===== src/rtl/load_store_unit_pkg.sv =====
// lsu_pkg: funct3 codes, FSM states, access sizes and alignment helpers for load_store_unit.
package lsu_pkg;
  localparam logic [2:0] F3_B  = 3'b000;
  localparam logic [2:0] F3_H  = 3'b001;
  localparam logic [2:0] F3_W  = 3'b010;
  localparam logic [2:0] F3_BU = 3'b100;
  localparam logic [2:0] F3_HU = 3'b101;
`ifdef LSU_MISALIGN_SPLIT_EN
  typedef enum logic [2:0] {IDLE, REQ, REQ_LO, REQ_HI, DONE} state_t;
`else
  typedef enum logic [2:0] {IDLE, REQ, DONE} state_t;
`endif
  typedef enum logic [1:0] {SZ_B, SZ_H, SZ_W} size_t;
  function automatic size_t f3_size(input logic [2:0] f3);
    return f3[1:0] == 2'b00 ? SZ_B : f3[1:0] == 2'b01 ? SZ_H : SZ_W;
  endfunction
  function automatic logic f3_legal(input logic st, input logic [2:0] f3);
    return st ? (f3 inside {F3_B, F3_H, F3_W}) : (f3 inside {F3_B, F3_H, F3_W, F3_BU, F3_HU});
  endfunction
  function automatic logic is_misaligned(input size_t sz, input logic [1:0] off);
    return (sz == SZ_H && off[0]) || (sz == SZ_W && off != 2'b00);
  endfunction
  function automatic logic crosses_word(input size_t sz, input logic [1:0] off);
    return (sz == SZ_H && off == 2'b11) || (sz == SZ_W && off != 2'b00);
  endfunction
endpackage


===== src/rtl/load_store_unit_align.sv =====
// lsu_align: store lane steering/strobes and load extraction/extension across a two-word window.
module lsu_align
  import lsu_pkg::*;
(
  input  size_t       sz,
  input  logic        uns,
  input  logic [1:0]  off,
  input  logic [31:0] wdata,
  input  logic [31:0] rd_lo,
  input  logic [31:0] rd_hi,
  output logic [7:0]  wstrb8,
  output logic [31:0] wdata_out,
  output logic [31:0] rdata_out
);
  logic [31:0] rep;
  logic [63:0] rot, win;
  logic [3:0]  base;
  // Rotating the replicated data serves both words of a split store, strobes pick the lanes.
  always_comb begin
    rep = sz == SZ_B ? {4{wdata[7:0]}} : sz == SZ_H ? {2{wdata[15:0]}} : wdata;
    rot = {rep, rep} << {off, 3'b000};
    wdata_out = rot[63:32];
    base = sz == SZ_B ? 4'b0001 : sz == SZ_H ? 4'b0011 : 4'b1111;
    wstrb8 = {4'b0000, base} << off;
    win = {rd_hi, rd_lo} >> {off, 3'b000};
    rdata_out = sz == SZ_B ? {{24{~uns & win[7]}}, win[7:0]}
              : sz == SZ_H ? {{16{~uns & win[15]}}, win[15:0]} : win[31:0];
  end
endmodule


===== src/rtl/load_store_unit.sv =====
// load_store_unit: request/ready data-memory FSM; LSU_MISALIGN_SPLIT_EN enables split misaligned accesses.
module load_store_unit
  import lsu_pkg::*;
#(
  parameter int WIDTH = 32
) (
  input  logic             clk,
  input  logic             reset,
  input  logic             start,
  input  logic             is_store,
  input  logic [2:0]       funct3,
  input  logic [WIDTH-1:0] addr,
  input  logic [WIDTH-1:0] wdata,
  output logic             busy,
  output logic             done,
  output logic [WIDTH-1:0] rdata,
  output logic             err,
  output logic             mem_req,
  output logic             mem_we,
  output logic [WIDTH-1:0] mem_addr,
  output logic [3:0]       mem_wstrb,
  output logic [WIDTH-1:0] mem_wdata,
  input  logic             mem_ready,
  input  logic [WIDTH-1:0] mem_rdata
);
  state_t      state;
  logic        st_r, uns_r, bad;
  size_t       sz_r, sz_in;
  logic [1:0]  off_r, off_in;
  logic [7:0]  strb8;
  logic [31:0] wdata_rot, ext, rd_lo;
`ifdef LSU_MISALIGN_SPLIT_EN
  logic [31:0] lo_r;
  logic [3:0]  strb_hi_r;
  assign bad = !f3_legal(is_store, funct3);
  assign rd_lo = state == REQ_HI ? lo_r : mem_rdata;
`else
  logic unused;
  assign unused = ^strb8[7:4];
  assign bad = !f3_legal(is_store, funct3) || is_misaligned(f3_size(funct3), addr[1:0]);
  assign rd_lo = mem_rdata;
`endif
  assign sz_in = state == IDLE ? f3_size(funct3) : sz_r;
  assign off_in = state == IDLE ? addr[1:0] : off_r;
  lsu_align u_align (
    .sz(sz_in), .uns(uns_r), .off(off_in), .wdata(wdata), .rd_lo(rd_lo), .rd_hi(mem_rdata),
    .wstrb8(strb8), .wdata_out(wdata_rot), .rdata_out(ext)
  );
  always_ff @(posedge clk) begin
    if (reset) begin
      state <= IDLE;
      busy <= 1'b0;
      done <= 1'b0;
      err <= 1'b0;
      mem_req <= 1'b0;
      mem_we <= 1'b0;
      mem_wstrb <= '0;
      rdata <= '0;
      mem_addr <= '0;
      mem_wdata <= '0;
      st_r <= 1'b0;
      uns_r <= 1'b0;
      sz_r <= SZ_B;
      off_r <= '0;
`ifdef LSU_MISALIGN_SPLIT_EN
      lo_r <= '0;
      strb_hi_r <= '0;
`endif
    end else begin
      case (state)
        IDLE: if (start) begin
          st_r <= is_store;
          uns_r <= funct3[2];
          sz_r <= sz_in;
          off_r <= addr[1:0];
          if (bad) begin
            state <= DONE;
            done <= 1'b1;
            err <= 1'b1;
          end else begin
`ifdef LSU_MISALIGN_SPLIT_EN
            state <= crosses_word(sz_in, addr[1:0]) ? REQ_LO : REQ;
            strb_hi_r <= is_store ? strb8[7:4] : 4'b0000;
`else
            state <= REQ;
`endif
            busy <= 1'b1;
            mem_req <= 1'b1;
            mem_we <= is_store;
            mem_addr <= {addr[WIDTH-1:2], 2'b00};
            mem_wstrb <= is_store ? strb8[3:0] : 4'b0000;
            mem_wdata <= wdata_rot;
          end
        end
`ifdef LSU_MISALIGN_SPLIT_EN
        REQ_LO: if (mem_ready) begin
          state <= REQ_HI;
          lo_r <= mem_rdata;
          mem_addr <= mem_addr + 32'd4;
          mem_wstrb <= strb_hi_r;
        end
        REQ, REQ_HI: if (mem_ready) begin
`else
        REQ: if (mem_ready) begin
`endif
          state <= DONE;
          busy <= 1'b0;
          done <= 1'b1;
          mem_req <= 1'b0;
          mem_we <= 1'b0;
          mem_wstrb <= 4'b0000;
          if (!st_r) rdata <= ext;
        end
        DONE: begin
          state <= IDLE;
          done <= 1'b0;
          err <= 1'b0;
        end
        default: state <= IDLE;
      endcase
    end
  end
endmodule

===== config.mk =====
export PLATFORM = sky130hd
export DESIGN_NAME = load_store_unit
export DESIGN_NICKNAME = d
export VERILOG_FILES = /design/src/rtl/load_store_unit_pkg.sv /design/src/rtl/load_store_unit_align.sv /design/src/rtl/load_store_unit.sv
export SDC_FILE = /design/constraint.sdc
export NUM_CORES = 1
export LEC_CHECK = 0
export CORE_MARGIN = 1.5
export CORE_UTILIZATION = 48
export DETAILED_ROUTE_END_ITERATION = 10
export GPL_TIMING_DRIVEN = 0
export PLACE_DENSITY = 0.92
export RECOVER_POWER = 50
export SKIP_LAST_GASP = 1
export SLEW_MARGIN = 10
export SYNTH_ARGS = -nofsm -noshare
export SYNTH_HDL_FRONTEND = slang
export SYNTH_HIERARCHICAL = 1
export SYNTH_SLANG_ARGS = --single-unit

===== constraint.sdc =====
create_clock -name clk -period 2.81 [get_ports clk]
set_clock_uncertainty 0.1 [all_clocks]
set_input_delay 0.281 -clock clk [delete_from_list [all_inputs] [get_ports clk]]
set_output_delay 0.281 -clock clk [all_outputs]
set_load 0.02 [all_outputs]

==> impl_metrics.toml <==
[timing]
fin_crit_sh = 0.963
hold_viol_final = 0
tightest_slew_ns = 1.24
setup_ws_ns = 0.103
hold_ws_ns = 0.260
rsz0062_at_grt = "false"
slew_viol_final = 0
setup_violations = 0
finalCriticalPeriod_ns = 2.71
slew_headroom = 0.170
fmax_mhz = 369

[global_routing]
grt.total_usage = 0.268
antenna_found_initial = 0
grt_pass1_vias = 6283
overflow = 0
grt_max_degree = 22
grt_first_pass_wirelength_mm = 31.9

[floorplan]
die_area_mm2 = 0.0154
io_pins = 209
die_h_um = 124
placementRows = 44
core_area_mm2 = 0.0144
initial_core_util = 0.488
fp.dieW_um = 124

[finish]
post-route-util = 0.669
final_common_cell = "nand2b_1"
syn_to_final_growth_pct = 37.1
diodes = 0
layout-drive-gt1-share = 0.114
fillCellCount = 1138
stdcell_count = 1165
final_cell_mix = "128 x nand2b_1, 116 x mux2i_1, 113 x nand2_1"
final_nets = 1080

[detailed_routing]
drtIter0Drc = 584
wl_per_cell_um = 17.9
drc = 0
totalWireLength_mm = 20.8
dr.pass1.iters = 6
viasPerCell = 5.60
vias = 6528
postRouteAntennaNets = 0

[critical_path]
ff2ff_setup_slack_ns = 0.11
crit_family = "buffers and inverters"
crit_fanout = 10
cp.arrival_ns = 2.86
crit_path_top_delay_cell = "clkdlybuf4s50_1"
path_cells = "clkdlybuf4s50_1 -> inv_1 -> o41ai_1 -> buf_6 -> or2_1 -> buf_6 -> nand2_4 -> buf_6 -> o21ai_0 -> mux2i_1 -> nand2b_1 -> mux2i_1"
critPathCaptureType = "register"
cp.required_ns = 2.97
crit_buf_inv = 5
cp_common_cell = "buf_6"
path_class = "input pin to register"
slowest_delay_ns = 0.63
crit_path_start_kind = "input pin"

[clock_tree]
htreeDepth = 3
clk_latency_ns = 0.36
cts_made_buffers = 9
path_clk_slew_ns = 0.08
cts_tree = "yes"
cts_buffer_depth = 2
cts-root-buf = "clkbuf_16"
clock-sinks = 110

[status]
status = "finished clean"

[place]
routabilityCongestion = 0.931
place.detailed.instances = 1150
portBuffers = 205
place_ws_ns = -0.191
dp_hpwl_mm = 15.6

[pwr]
powerDensity_mw_per_mm2 = 469
p_leak_nw = 3.96
vdd_drop_max_mv = 0.296

[logic_synthesis]
syn_inst = 760
syn_area_mm2 = 0.00704
yosys_warnings = 6
avgSynthCellArea_um2 = 9.26

[run]
drv_cap = 0

[worst_hold_path]
worstHoldPathType = "input pin to register"
==> timing repair <==
item | CTS | global route
setup buffers | 0 | 0
setup endpoints to repair | 31 | 44
hold buffers | 0 | 0
gates cloned | 0 | 0
resized for setup | 3 | 7
==> where the power goes <==
part | switching [mW] | internal, mW
Combinational | 0.740 | 0.721
Sequential | 0.0405 | 1.63
Clock | 0.668 | 0.724
Total | 1.45 | 3.07
==> registers in the layout (all words and copies together), names as in the netlist <==
signal and cells:
rdata 32, st_r 1, done 1, mem_addr 30, mem_wdata 32, err 1
sz_r 2, state 2, mem_wstrb 4, off_r 2, mem_req 1, uns_r 1
mem_we 1
==> metrics by stage <==
step | setup TNS, ns | power, mW | area, µm²
final | 0 | 4.52 | 9650
after floorplan | 0 | 2.64 | 7040
after global routing | 0 | 4.72 | 9650
after detailed placement | -3.07 | 3.15 | 9330
after CTS | 0 | 4.56 | 9660
after global placement | -2.07 | 3.13 | 9330
==> layout make-up <==
type                            instances  area, µm²  share of cell area
Timing Repair Buffer                  205       2050               0.213
Inverter                               19       71.3             0.00739
Clock buffer                            9        225              0.0233
Tap cell                              184        230              0.0238
Buffer                                 71        533              0.0552
Sequential cell                       110       2200               0.228
Clock inverter                          7        100              0.0104
Multi-Input combinational cell        560       4240               0.439
==> worst register-to-register path: stages, from the launching register on <==
cell and delay [ns]:
dfxtp_1 0.33, clkbuf_2 0.20, o41ai_1 0.54, buf_6 0.20, or2_1 0.12, buf_6 0.15
nand2_4 0.10, buf_6 0.15, o21ai_0 0.33, mux2i_1 0.18, nand2b_1 0.11, mux2i_1 0.07
==> worst paths after layout <==
| check | endpoint | startpoint | cells after the start |
|---|---|---|---|
| max reg2reg | mem_wdata[4]$_SDFFE_PP0P_ | state[1]$_SDFFE_PP0P_ | 11 |
| min | mem_wdata[17]$_SDFFE_PP0P_ | reset | 3 |
| max | mem_wdata[4]$_SDFFE_PP0P_ | funct3[0] | 12 |
| min reg2reg | rdata[13]$_SDFFE_PP0P_ | rdata[13]$_SDFFE_PP0P_ | 2 |
==> routing by layer <==
metal,up-vias,GRT usage,share of wire
met5,-,0,0
li1,3074,-,-
met1,3036,0.337,0.40
met3,67,0.0641,0.088
met4,0,0.115,0.039
met2,351,0.439,0.47
Note: power is estimated with default switching activity, not from simulation.
